**src/rtl/dice_pkg.sv**
```systemverilog
// Shared constants for the dice game core: FSM encoding, LFSR taps, die-face limits.
package dice_pkg;

    localparam int unsigned LFSR_W = 16;
    localparam int unsigned FACE_W = 3;
    localparam int unsigned ST_W   = 3;

    // Fibonacci taps 16,14,13,11 expressed as a bit mask over lfsr[15:0]
    localparam logic [LFSR_W-1:0] LFSR_TAPS = 16'hB400;

    // Usable die faces; raw samples of 0 and 7 fall outside and are resampled
    localparam logic [FACE_W-1:0] FACE_MIN = 3'd1;
    localparam logic [FACE_W-1:0] FACE_MAX = 3'd6;

    localparam logic [ST_W-1:0] ST_IDLE      = 3'd0;
    localparam logic [ST_W-1:0] ST_WAIT_IN   = 3'd1;
    localparam logic [ST_W-1:0] ST_ROLL_RES  = 3'd2;
    localparam logic [ST_W-1:0] ST_HOLD_RES  = 3'd3;
    localparam logic [ST_W-1:0] ST_NEXT      = 3'd4;
    localparam logic [ST_W-1:0] ST_GAME_OVER = 3'd5;

    // One-cycle button events after synchronisation and edge detection
    typedef struct packed {
        logic new_game;
        logic roll;
        logic hold;
    } btn_pulse_t;

    // One LFSR step: shift left, feedback is the XOR of the tapped bits
    function automatic logic [LFSR_W-1:0] lfsr_next(input logic [LFSR_W-1:0] cur);
        return {cur[LFSR_W-2:0], ^(cur & LFSR_TAPS)};
    endfunction

    // True when a raw 3-bit sample is a legal die face
    function automatic logic face_valid(input logic [FACE_W-1:0] v);
        return (v >= FACE_MIN) && (v <= FACE_MAX);
    endfunction

endpackage

```
**src/rtl/btn_edge.sv**
```systemverilog
// Two-flop synchroniser followed by a rising-edge detector for one raw button.
module btn_edge (
    input  logic clk,
    input  logic rst_n,
    input  logic btn_i,
    output logic rise_c_o
);

    logic sync1_q;
    logic sync2_q;
    logic prev_q;

    // Synchroniser chain plus delayed copy used for edge detection
    always_ff @(posedge clk or negedge rst_n) begin
        if (!rst_n) begin
            sync1_q <= 1'b0;
            sync2_q <= 1'b0;
            prev_q  <= 1'b0;
        end else begin
            sync1_q <= btn_i;
            sync2_q <= sync1_q;
            prev_q  <= sync2_q;
        end
    end

    // Combinational so the FSM sees the press on the cycle the synchronised level rises
    assign rise_c_o = sync2_q & ~prev_q;

endmodule

```
**src/rtl/dice_game_core.sv**
```systemverilog
// Multi-player "pig" dice game: button conditioning, LFSR die, turn/score FSM.
module dice_game_core
    import dice_pkg::*;
#(
    parameter int unsigned       N_PLAYERS = 2,
    parameter int unsigned       SCORE_W   = 7,
    parameter int unsigned       TARGET    = 100,
    parameter logic [LFSR_W-1:0] LFSR_SEED = 16'hACE1
) (
    input  logic                           CLK,
    input  logic                           RESET,
    input  logic                           NEW_GAME,
    input  logic                           ROLL,
    input  logic                           HOLD,
    output logic [FACE_W-1:0]              dice,
    output logic [SCORE_W-1:0]             turn_sum,
    output logic [N_PLAYERS*SCORE_W-1:0]   scores,
    output logic [2:0]                     player,
    output logic                           ready,
    output logic                           win
);

    localparam int unsigned       SCORES_W    = N_PLAYERS * SCORE_W;
    localparam logic [SCORE_W-1:0] SCORE_MAX  = '1;
    localparam logic [SCORE_W-1:0] TARGET_V   = SCORE_W'(TARGET);
    localparam logic [2:0]         PLAYER_LAST = 3'(N_PLAYERS - 1);

    // Unsigned add clamped to the all-ones score value
    function automatic logic [SCORE_W-1:0] sat_add(input logic [SCORE_W-1:0] a,
                                                   input logic [SCORE_W-1:0] b);
        logic [SCORE_W:0] s;
        s = {1'b0, a} + {1'b0, b};
        return s[SCORE_W] ? SCORE_MAX : s[SCORE_W-1:0];
    endfunction

    logic          ng_rise;
    logic          roll_rise;
    logic          hold_rise;
    btn_pulse_t    btn_c;

    logic [ST_W-1:0]     state_q,    state_d;
    logic [LFSR_W-1:0]   lfsr_q;
    logic [FACE_W-1:0]   dice_q,     dice_d;
    logic [SCORE_W-1:0]  turn_sum_q, turn_sum_d;
    logic [SCORES_W-1:0] scores_q,   scores_d;
    logic [2:0]          player_q,   player_d;
    logic                ready_q;
    logic                win_q;

    logic [SCORE_W-1:0]  cur_score;
    logic [SCORE_W-1:0]  bank_sum;
    logic [FACE_W-1:0]   roll_val;

    btn_edge u_ng_edge (
        .clk      (CLK),
        .rst_n    (RESET),
        .btn_i    (NEW_GAME),
        .rise_c_o (ng_rise)
    );

    btn_edge u_roll_edge (
        .clk      (CLK),
        .rst_n    (RESET),
        .btn_i    (ROLL),
        .rise_c_o (roll_rise)
    );

    btn_edge u_hold_edge (
        .clk      (CLK),
        .rst_n    (RESET),
        .btn_i    (HOLD),
        .rise_c_o (hold_rise)
    );

    assign btn_c = '{new_game: ng_rise, roll: roll_rise, hold: hold_rise};

    // Free-running die source; keeps stepping even after the game ends
    always_ff @(posedge CLK or negedge RESET) begin
        if (!RESET) begin
            lfsr_q <= LFSR_SEED;
        end else begin
            lfsr_q <= lfsr_next(lfsr_q);
        end
    end

    // Next-state and datapath decisions; NEW_GAME overrides everything
    always_comb begin
        state_d    = state_q;
        dice_d     = dice_q;
        turn_sum_d = turn_sum_q;
        scores_d   = scores_q;
        player_d   = player_q;
        roll_val   = lfsr_q[FACE_W-1:0];

        cur_score = '0;
        for (int unsigned p = 0; p < N_PLAYERS; p++) begin
            if (player_q == 3'(p)) begin
                cur_score = scores_q[p*SCORE_W +: SCORE_W];
            end
        end
        bank_sum = sat_add(cur_score, turn_sum_q);

        if (btn_c.new_game) begin
            state_d    = ST_WAIT_IN;
            dice_d     = '0;
            turn_sum_d = '0;
            scores_d   = '0;
            player_d   = '0;
        end else begin
            case (state_q)
                ST_IDLE: begin
                    state_d = ST_IDLE;
                end
                ST_WAIT_IN: begin
                    // ROLL wins a tie with HOLD; the HOLD event is simply dropped
                    if (btn_c.roll) begin
                        state_d = ST_ROLL_RES;
                    end else if (btn_c.hold) begin
                        state_d = ST_HOLD_RES;
                    end
                end
                ST_ROLL_RES: begin
                    // Illegal samples leave the state unchanged so the next LFSR value is tried
                    if (face_valid(roll_val)) begin
                        dice_d = roll_val;
                        if (roll_val == FACE_MIN) begin
                            turn_sum_d = '0;
                            state_d    = ST_NEXT;
                        end else begin
                            turn_sum_d = sat_add(turn_sum_q, SCORE_W'(roll_val));
                            state_d    = ST_WAIT_IN;
                        end
                    end
                end
                ST_HOLD_RES: begin
                    for (int unsigned p = 0; p < N_PLAYERS; p++) begin
                        if (player_q == 3'(p)) begin
                            scores_d[p*SCORE_W +: SCORE_W] = bank_sum;
                        end
                    end
                    turn_sum_d = '0;
                    state_d    = (bank_sum >= TARGET_V) ? ST_GAME_OVER : ST_NEXT;
                end
                ST_NEXT: begin
                    player_d = (player_q >= PLAYER_LAST) ? 3'd0 : player_q + 3'd1;
                    dice_d   = '0;
                    state_d  = ST_WAIT_IN;
                end
                ST_GAME_OVER: begin
                    state_d = ST_GAME_OVER;
                end
                default: begin
                    state_d = ST_IDLE;
                end
            endcase
        end
    end

    // State, game datapath and registered status flags
    always_ff @(posedge CLK or negedge RESET) begin
        if (!RESET) begin
            state_q    <= ST_IDLE;
            dice_q     <= '0;
            turn_sum_q <= '0;
            scores_q   <= '0;
            player_q   <= '0;
            ready_q    <= 1'b0;
            win_q      <= 1'b0;
        end else begin
            state_q    <= state_d;
            dice_q     <= dice_d;
            turn_sum_q <= turn_sum_d;
            scores_q   <= scores_d;
            player_q   <= player_d;
            ready_q    <= (state_d == ST_WAIT_IN);
            win_q      <= (state_d == ST_GAME_OVER);
        end
    end

    assign dice     = dice_q;
    assign turn_sum = turn_sum_q;
    assign scores   = scores_q;
    assign player   = player_q;
    assign ready    = ready_q;
    assign win      = win_q;

endmodule
```
**config.mk**
```make
export PLATFORM = sky130hd
export DESIGN_NAME = dice_game_core
export DESIGN_NICKNAME = d
export VERILOG_FILES = /design/src/rtl/dice_pkg.sv /design/src/rtl/btn_edge.sv /design/src/rtl/dice_game_core.sv
export SDC_FILE = /design/constraint.sdc
export NUM_CORES = 1
export LEC_CHECK = 0
export ABC_AREA = 0
export CAP_MARGIN = 10
export CELL_PAD_IN_SITES_DETAIL_PLACEMENT = 1
export CELL_PAD_IN_SITES_GLOBAL_PLACEMENT = 1
export CORE_ASPECT_RATIO = 1.75
export CORE_MARGIN = 5
export CORE_UTILIZATION = 39
export DETAILED_ROUTE_END_ITERATION = 16
export PLACE_DENSITY_LB_ADDON = 0.2
export REMOVE_ABC_BUFFERS = 1
export SLEW_MARGIN = 20
export SYNTH_ARGS = -nofsm -noshare
export SYNTH_HDL_FRONTEND = slang
export SYNTH_SLANG_ARGS = --single-unit
```
**constraint.sdc**
```tcl
create_clock -name CLK -period 2.9 [get_ports CLK]
set_input_delay 0.58 -clock CLK [delete_from_list [all_inputs] [get_ports CLK]]
set_output_delay 0.58 -clock CLK [all_outputs]
set_load 0.05 [all_outputs]
```
; ---- Word-level counts from Yosys, hierarchy flattened
; Index checks and enable logic that the tools add are counted.
[word_totals]
ff_bits = 57
elab_cells = 79
output_inout_bits = 29
in_bits = 5
[op_classes]
bitwise_logic = 6
reduce_logical = 13
n_lt_le_gt_ge = 4
n_eq_ne = 10
addsub = 3
mux = 25
[op_table]
columns = operator, n
row1 = two-way mux 7 bit, 9
row2 = two-way mux 3 bit, 10
row3 = two-way mux 14 bit, 2
row4 = parity 16 bit, 1
row5 = case mux 3 bit (5 select lines), 1
row6 = case mux 7 bit (2 select lines), 1
row7 = == test 3 x 1 -> 1 bit (second input constant), 4
row8 = == test 3 bit (second input constant), 3
row9 = adder 7 x 3 -> 8 bit, 1
row10 = adder 7 x 7 -> 8 bit, 1
row11 = AND reduction 2 bit, 4
row12 = nonzero test 2 bit, 4
row13 = >= comparator 7 bit (second input constant), 1
row14 = == test 3 x 2 -> 1 bit (second input constant), 2
row15 = >= comparator 3 x 1 -> 1 bit (second input constant), 2
row16 = case mux 3 bit (2 select lines), 1
row17 = nonzero test 3 bit, 2
row18 = adder 3 x 1 -> 3 bit (second input constant), 1
row19 = AND 1 bit, 3
row20 = <= comparator 3 bit (second input constant), 1
row21 = logical NOT 3 bit, 1
row22 = != test 3 bit (second input constant), 1
row23 = inverter 1 bit, 3
row24 = logical AND 1 bit, 1
row25 = two-way mux 1 bit, 1

; ---- Depth between registers and ports, before layout
; Gate-level depths: netlist of run 1.
[logic_depth]
depth_word = 10
depth_mapped = 12
depth_no_buf = 12

; ---- By module
; A second synthesis of run 1 with hierarchy kept.
[unflattened]
hier_cells = 257
hier_area_um2 = 2845.2
[by_module_without_submodules]
columns = module, instances, cells_per_inst, seq_area_each_um2, area_each_um2
row1 = dice_game_core, 1, 245, 1211.2, 2578.7
row2 = btn_edge, 3, 4, 75.1, 88.8

; ---- Worst setup path before layout of run 1
; OpenSTA, ideal clock, no wires.
[synth_path]
path_type = flip-flop to flip-flop
from = reg player_q[1] (netlist: player[1])
to = reg ready_q (netlist: ready)
n_path_buf = 1
t_required_ns = 2.817
setup_time_ns = 0.083
stages_incl_launch_ff = 13
setup_slack_ns = -0.348
synth_period_minus_slack_ns = 3.248
arrival_time_ns = 3.165
path_cell_list = dfrtp_1 inv_1 ha_1 clkbuf_1 a22oi_1 nor2_1 ha_1 fa_1 a211oi_1 nor2_1 o311ai_4 o2111ai_2 a22oi_2
[synth_via]
elab_chain_cells = 10
word_cells_on_any_way = 11
classes_between = add/sub (1) / order compare (1) / eq/ne (2) / mux (6) / reduce/logical (1)
[synth_lines]
columns = item, line
row1 = from (decl), dice_game_core.sv:46  ; logic [2:0] player_q, player_d;
row2 = from (signal assigned), dice_game_core.sv:174  ; player_q <= player_d;
row3 = logical NOT 3 bit, dice_game_core.sv:97  ; if (player_q == 3'(p)) begin
row4 = two-way mux 7 bit, dice_game_core.sv:97
row5 = two-way mux 7 bit (*), dice_game_core.sv:97
row6 = adder 7 x 7 -> 8 bit (*), dice_game_core.sv:32  ; s = {1'b0, a} + {1'b0, b};
row7 = two-way mux 7 bit (*), dice_game_core.sv:33  ; return s[SCORE_W] ? SCORE_MAX : s[SCORE_W-1:0];
row8 = >= comparator 7 bit (*), dice_game_core.sv:142  ; state_d = (bank_sum >= TARGET_V) ? ST_GAME_OVER : ST_NEXT;
row9 = two-way mux 1 bit (*), dice_game_core.sv:142
row10 = case mux 3 bit (5 select lines) (*), dice_game_core.sv:110  ; case (state_q)
row11 = two-way mux 3 bit (*), dice_game_core.sv:103  ; if (btn_c.new_game) begin
row12 = == test 3 x 1 -> 1 bit (*), dice_game_core.sv:175  ; ready_q <= (state_d == ST_WAIT_IN);
row13 = to (signal assigned), dice_game_core.sv:175
row14 = to (decl), dice_game_core.sv:47  ; logic ready_q;
; Mark *: on every way between the ends. The rest lies on a longest branch, timed or not.
; A chain may end at the register's enable or synchronous reset.

; ---- Worst setup path after layout of run 1
[layout_path]
from = reg player_q[0] (netlist: player[0])
to = reg state_q[0]
[layout_via]
elab_chain_cells = 9
word_cells_on_any_way = 10
classes_between = add/sub (1) / order compare (1) / eq/ne (1) / mux (6) / reduce/logical (1)
[layout_lines]
columns = item, line
row1 = logical NOT 3 bit, dice_game_core.sv:97
row2 = two-way mux 7 bit, dice_game_core.sv:97
row3 = two-way mux 7 bit (*), dice_game_core.sv:97
row4 = adder 7 x 7 -> 8 bit (*), dice_game_core.sv:32
row5 = two-way mux 7 bit (*), dice_game_core.sv:33
row6 = >= comparator 7 bit (*), dice_game_core.sv:142
row7 = two-way mux 1 bit (*), dice_game_core.sv:142
row8 = case mux 3 bit (5 select lines) (*), dice_game_core.sv:110
row9 = two-way mux 3 bit (*), dice_game_core.sv:103
row10 = net state_d[0], dice_game_core.sv:41  ; logic [ST_W-1:0] state_q, state_d;
row11 = to (signal assigned), dice_game_core.sv:170  ; state_q <= state_d;
row12 = to (decl), dice_game_core.sv:41
; The timed path passes the listed nets; every way through them passes the cells marked *.

==> run summary, run 1 <==
status -> finished, final reports clean
Inserted Diodes -> 0
most area-hungry cell type in the Yosys netlist -> dfrtp_1
sequential share of the synthesized area -> 51.0%
commonest non-fill, non-tap cell in the layout -> dfrtp_1
dpl cells -> 398
Synth-to-Final Area Change -> 38.6%
Antenna Nets Post-Route -> 0
crit share post-route -> 98.2%
Setup Skew -> 0.00480 ns
die area -> 9090 µm²
max-slew violation count -> 0
Crit path arrival time -> 3.05 ns
WL final -> 8220 µm
dpl hpwl -> 5790 µm
input/output buffers -> 33
Area contributors post-synth -> dfrtp_1 (44%), dfstp_2 (7.5%), ha_1 (5.8%)
CP endpoint kind -> register
initial core utilization -> 39.5%
Nets -> 351
Hold Vio Cnt, Final -> 0
Rows -> 41
initial antenna violation count -> 0
CTS tree -> yes
CP Class -> reg2reg
worst-skew pair later-pin latency -> 0.33 ns
synthesized area per cell -> 10.4 µm²
RSZ-0062 raised after global routing -> yes
Post-synth EDFFs -> 0
pin count of the biggest net entering global routing -> 58
Die Height -> 122 µm
Yosys Warn Count -> 0
number of global-route vias before repair -> 2529
Num Clock Sinks -> 57
vias -> 2344
Overall Global Routing Usage -> 19.4%
clk slew on worst S/H paths -> 0.05 ns
met2 Track Usage GR -> 34.1%
Yosys cell types -> 51
fmax -> 0.351 GHz
die width -> 74.3 µm
Tightest Pin Transition -> 0.911 ns
GRT Residual Overflow -> 0
final setup vio count -> 0
met3 usage -> 5.08%
Synth Flop Type -> dfrtp_1
commonest non-fill, non-tap cells in the layout -> dfrtp_1 (49), nor2_1 (36), clkdlybuf4s50_1 (32)
Max Cap Viol -> 0
DRC viols -> 0
initial drt markers -> 98
Clock Tree Buf Depth -> 2
#FFs+latches synth -> 57
Root Buffer -> clkbuf_16
num ports -> 34
first-pass GRT wire length -> 12800 µm
Non-Filler Instances -> 422
Required @ worst endpoint -> 3.10 ns
pre-CTS setup slack -> -0.0481 ns
P_leak -> 0.00171 µW
Worst VDD drop -> 450 µV
layout cell share with drive strength beyond 1 -> 25.9%
cell area after synthesis -> 2820 µm²
met1 usage -> 18.8%
Vias/cell -> 5.55
Wirelength per Cell -> 19.5 µm
TritonRoute pass-1 iters -> 4
number of CTS-inserted buffers -> 9
Crit Path Max Fanout -> 3
CP Launch Type -> register
cell count after synthesis -> 270
busiest grt layer -> met2
Tmin final -> 2.85 ns
P per Cell Area -> 996 nW/µm²
setup ws final -> 0.0519 ns
GP Congestion -> 0.843
area fraction of the dominant cell type after synthesis -> 43.5%
Worst slew margin -> 39.0%
Async SR Flop Fraction -> 100%
H-Tree Level Count -> 3
HP Class -> in2async
core area -> 7130 µm²
==> worst paths after layout <==
| path | slack [ns] | from | depth (start not counted) | to |
|---|---|---|---|---|
| setup / recovery | 0.05 | player[0] | 14 | state_q[0] |
| hold / removal | 0.24 | RESET | 2 | scores[3] |
| setup reg to reg | 0.05 | player[0] | 14 | state_q[0] |
| hold reg to reg | 0.34 | u_ng_edge.sync1_q | 0 | u_ng_edge.sync2_q |
| max in group asynchronous | 2.35 | RESET | 2 | lfsr_q[0] |
| min in group CLK | 0.34 | u_ng_edge.sync1_q | 0 | u_ng_edge.sync2_q |
==> what timing repair did <==
action,CTS,global route
gates resized for setup,6,27
endpoints found under the setup margin,5,15
gates cloned,0,0
pin swaps,3,9
hold buffers,0,0
buffers inserted,2,6
==> layout make-up <==
class | count | area (µm²)
Multi-Input combinational cell | 197 | 1450
Inverter | 10 | 37.5
Clock buffer | 12 | 256
Sequential cell | 57 | 1440
Tap cell | 86 | 108
Fill cell | 759 | 3230
Timing Repair Buffer | 56 | 518
Clock inverter | 4 | 98.8
==> worst max-delay path, stage by stage, from the launching register on <==
cell and delay [ns]:
dfrtp_1 0.38, inv_1 0.11, ha_4 0.17, nor2b_4 0.13, a22oi_2 0.12, nor2_1 0.06, ha_2 0.21, fa_2 0.38
a211oi_2 0.26, buf_4 0.16, o21ba_2 0.15, o21ai_1 0.10, o2111ai_4 0.30, buf_6 0.14, nand2_1 0.04
==> stage by stage <==
step / cell area, µm² / total power, µW / setup TNS (ns) / util, % / hold WS [ns]
2_1_floorplan: 2790 / 1940 / -1.54 / - / 0.284
3_3_place_gp: 3350 / 2430 / 0 / 47.0 / 0.332
3_5_place_dp: 3350 / 2470 / -0.0898 / 47.0 / 0.336
4_1_cts: 3740 / 3760 / 0 / 52.5 / 0.249
5_1_grt: 3910 / 4070 / -0.159 / 54.8 / 0.271
6_report: 3910 / 3890 / 0 / 54.8 / 0.237
==> logic make-up (layout without fill, tap and decap cells) <==
family	count (synthesis)	in the layout	share of synthesized area, %
simple gates	93	93	16.5
compound gates	80	80	20.1
flops	57	57	51.0
buf+inv	16	82	2.22
fa+ha+maj	15	15	7.19
xor+xnor	6	6	1.87
mux	3	3	1.11
==> where the power goes <==
part	leakage [µW]	switching [µW]	internal [µW]	total (µW)
clock	0.000173	350	886	1240
combinational	0.000797	1000	640	1640
sequential	0.000735	110	904	1010
==> metal layers <==
metal  routed length (µm)  up-vias  part of all wire (%)
li1                     -     1080                     -
met1                 2770     1185                    34
met2                 4720       51                    57
met3                  278       28                   3.4
met4                  456        0                   5.5
met5                    0        -                     0
==> flip-flops by register name, summed over array words and instances, names as in the netlist <==
signal / count
dice: 3
lfsr_q: 16
player: 3
ready: 1
scores: 14
state_q: 3
turn_sum: 7
u_hold_edge.prev_q: 1
u_hold_edge.sync1_q: 1
u_hold_edge.sync2_q: 1
u_ng_edge.prev_q: 1
u_ng_edge.sync1_q: 1
u_ng_edge.sync2_q: 1
u_roll_edge.prev_q: 1
u_roll_edge.sync1_q: 1
u_roll_edge.sync2_q: 1
win: 1
==> synthesized netlist by cell type (2+ instances only) <==
library cell / n
dfrtp_1: 49
nor2_1: 41
a21oi_1: 18
nand2_1: 17
o21ai_0: 15
a211oi_1: 14
ha_1: 13
inv_1: 10
a21o_1: 8
dfstp_2: 8
nor2b_1: 8
clkbuf_1: 4
nand3_1: 4
a22oi_1: 3
and2b_2: 3
nand2b_1: 3
nor3_1: 3
o21ba_2: 3
xnor2_1: 3
xor2_1: 3
a22o_1: 2
a311oi_1: 2
and2_1: 2
buf_2: 2
fa_1: 2
mux2i_1: 2
nand4_1: 2
nor3b_2: 2
o21ai_1: 2
Power figures use the tool's default switching activity.
==> inputs of run 2 (changes only) <==
CTS_CLUSTER_DIAMETER = 120   (was default)
==> results of run 2 <==
Same layout as run 1: the final DEF is identical, and so are final timing and power.
==> inputs of run 3 (changes only) <==
CORE_UTILIZATION = 35   (was 39)
==> run 3 against run 2 <==
First-iteration DRC count fell by 48%. Maximum frequency rose by 1.2%. Die area up 10%. Via count down 3.0%. Register-to-register slack better by 0.03 ns. Critical path type unchanged.
==> run summary, run 3 (synthesis gave the netlist of run 1 again) <==
Die Height -> 129 µm (+5.1%)
Highest Signal Layer -> met4
P per Cell Area -> 965 nW/µm² (-3.2%)
GRT Residual Overflow -> 0 (unchanged)
initial drt markers -> 51 (-48%)
worst-skew pair later-pin latency -> 0.33 ns (about the same)
DRC viols -> 0 (unchanged)
fmax -> 0.355 GHz (+1.2%)
status -> finished, final reports clean
Tmin final -> 2.81 ns (-0.0346 ns)
wire length on met1 -> 2810 µm (+1.4%)
Vias/cell -> 5.34 (-3.9%)
max-slew violation count -> 0 (unchanged)
Clock Tree Buf Depth -> 2 (unchanged)
reg2reg end -> state_q[0]
worst reg2reg path depth -> 12 (-2)
Setup Skew -> 0.00600 ns (+0.00120 ns)
hold path start -> lfsr_q[8]
Crit path arrival time -> 3.02 ns (-0.03 ns)
core area -> 7910 µm² (+11%)
Fin Setup TNS -> 0 ns (unchanged)
commonest non-fill, non-tap cells in the layout -> dfrtp_1 (49), nor2_1 (35), clkdlybuf4s50_1 (32)
Crit Path Max Fanout -> 14 (+11)
GP Congestion -> 0.901 (+6.9%)
Rows -> 43 (+4.9%)
first-pass GRT wire length -> 12600 µm (-0.92%)
initial antenna violation count -> 0 (unchanged)
final setup vio count -> 0 (unchanged)
Post-DP Area -> 3370 µm² (+0.67%)
Worst slew margin -> 47.1% (+8.1 points)
final core utilization -> 48.7% (-6.0 points)
met3 wire len -> 225 µm (-19%)
CP Class -> reg2reg
clk slew on worst S/H paths -> 0.06 ns (about the same)
number of global-route vias before repair -> 2484 (-1.8%)
CTS tree -> yes
Hold Vio Cnt, Final -> 0 (unchanged)
crit share post-route -> 97.0% (-1.2 points)
Hold WS -> 0.342 ns (+0.105 ns)
dpl hpwl -> 5910 µm (+2.0%)
P_leak -> 0.00168 µW (-1.6%)
WL final -> 7910 µm (-3.7%)
Antenna Nets Post-Route -> 0 (unchanged)
HP Class -> reg2reg
Inserted Diodes -> 0 (unchanged)
Tightest Pin Transition -> 0.786 ns (-0.125 ns)
TritonRoute pass-1 iters -> 4 (unchanged)
num ports -> 34 (unchanged)
Num Clock Sinks -> 57 (unchanged)
pin count of the biggest net entering global routing -> 58 (unchanged)
Root Buffer -> clkbuf_16
Nets -> 351 (unchanged)
CP Launch Type -> register
Max Cap Viol -> 0 (unchanged)
H-Tree Level Count -> 3 (unchanged)
die area -> 10000 µm² (+10%)
Hold EP -> lfsr_q[9]
met2 WL -> 4680 µm (-0.76%)
input/output buffers -> 33 (unchanged)
vias -> 2274 (-3.0%)
max reg flops -> 16 (unchanged)
hold_buf cts -> 0 (unchanged)
layout cell share with drive strength beyond 1 -> 26.8% (+0.89 points)
Worst R2R Start -> player[0]
total power -> 3720 µW (-4.4%)
setup slack on the worst flop-to-flop path -> 0.09 ns (+0.03 ns)
commonest non-fill, non-tap cell in the layout -> dfrtp_1
number of CTS-inserted buffers -> 9 (unchanged)
CP endpoint kind -> register
Synth-to-Final Area Change -> 36.8%
Required @ worst endpoint -> 3.11 ns (about the same)
die width -> 77.8 µm (+4.8%)
initial core utilization -> 35.6% (-3.9 points)
Worst VDD drop -> 657 µV (+46%)
Overall Global Routing Usage -> 16.5% (-2.9 points)
Wirelength per Cell -> 18.6 µm (-4.6%)
Hold Path Depth -> 0
Largest Register -> lfsr_q
Finished Cell Area -> 3850 µm² (-1.3%)
## run 3: final cells by class
class | count | area, µm²
multi-input combinational | 197 | 1440
tap | 90 | 113
sequential | 57 | 1440
clock buffer | 9 | 225
fill | 855 | 4050
clock inverter | 7 | 103
timing repair buffer | 56 | 502
inverter | 10 | 37.5
## run 3: power by group
part           internal, µW  leakage (µW)  total (µW)  switching (µW)
logic                   617      0.000787        1560             944
clock network           758      0.000156        1140             386
registers               903      0.000735        1010             111
## run 3: routing by layer
layer	track usage, %	vias to the layer above
met4	9.11	0
met5	0	-
met2	31.5	35
li1	-	1075
met3	3.78	13
met1	15.8	1151
## run 3: through the flow
stage,instances,setup slack [ns]
floorplan,264,-0.326
CTS,422,0.00186
global placement,406,0.0542
global route,426,-0.0257
detailed placement,406,-0.0151
finish,426,0.0865
## run 3: worst max-delay path, stage by stage (launching register included)
cell	delay, ns
dfrtp_1	0.41
ha_2	0.22
buf_6	0.15
a22oi_2	0.17
nor2_1	0.08
ha_2	0.21
fa_2	0.39
a211oi_4	0.36
o21ba_4	0.18
o21ai_1	0.06
o2111ai_2	0.26
buf_4	0.15
nand2_1	0.04
## run 3: what timing repair did
action,4_1_cts,5_1_grt
cloned,0,0
gates resized for setup,3,29
endpoints found under the setup margin,3,15
buffers inserted,0,4
pin swaps,0,12
## run 3: worst max path at each step
stage	depth (start not counted)	to	start
detailed placement	12	ready	player[1]
global route	12	ready	player[1]
CTS	13	ready	player[1]
floorplan	11	ready	player[0]
global placement	12	ready	player[1]
finish	12	state_q[0]	player[0]
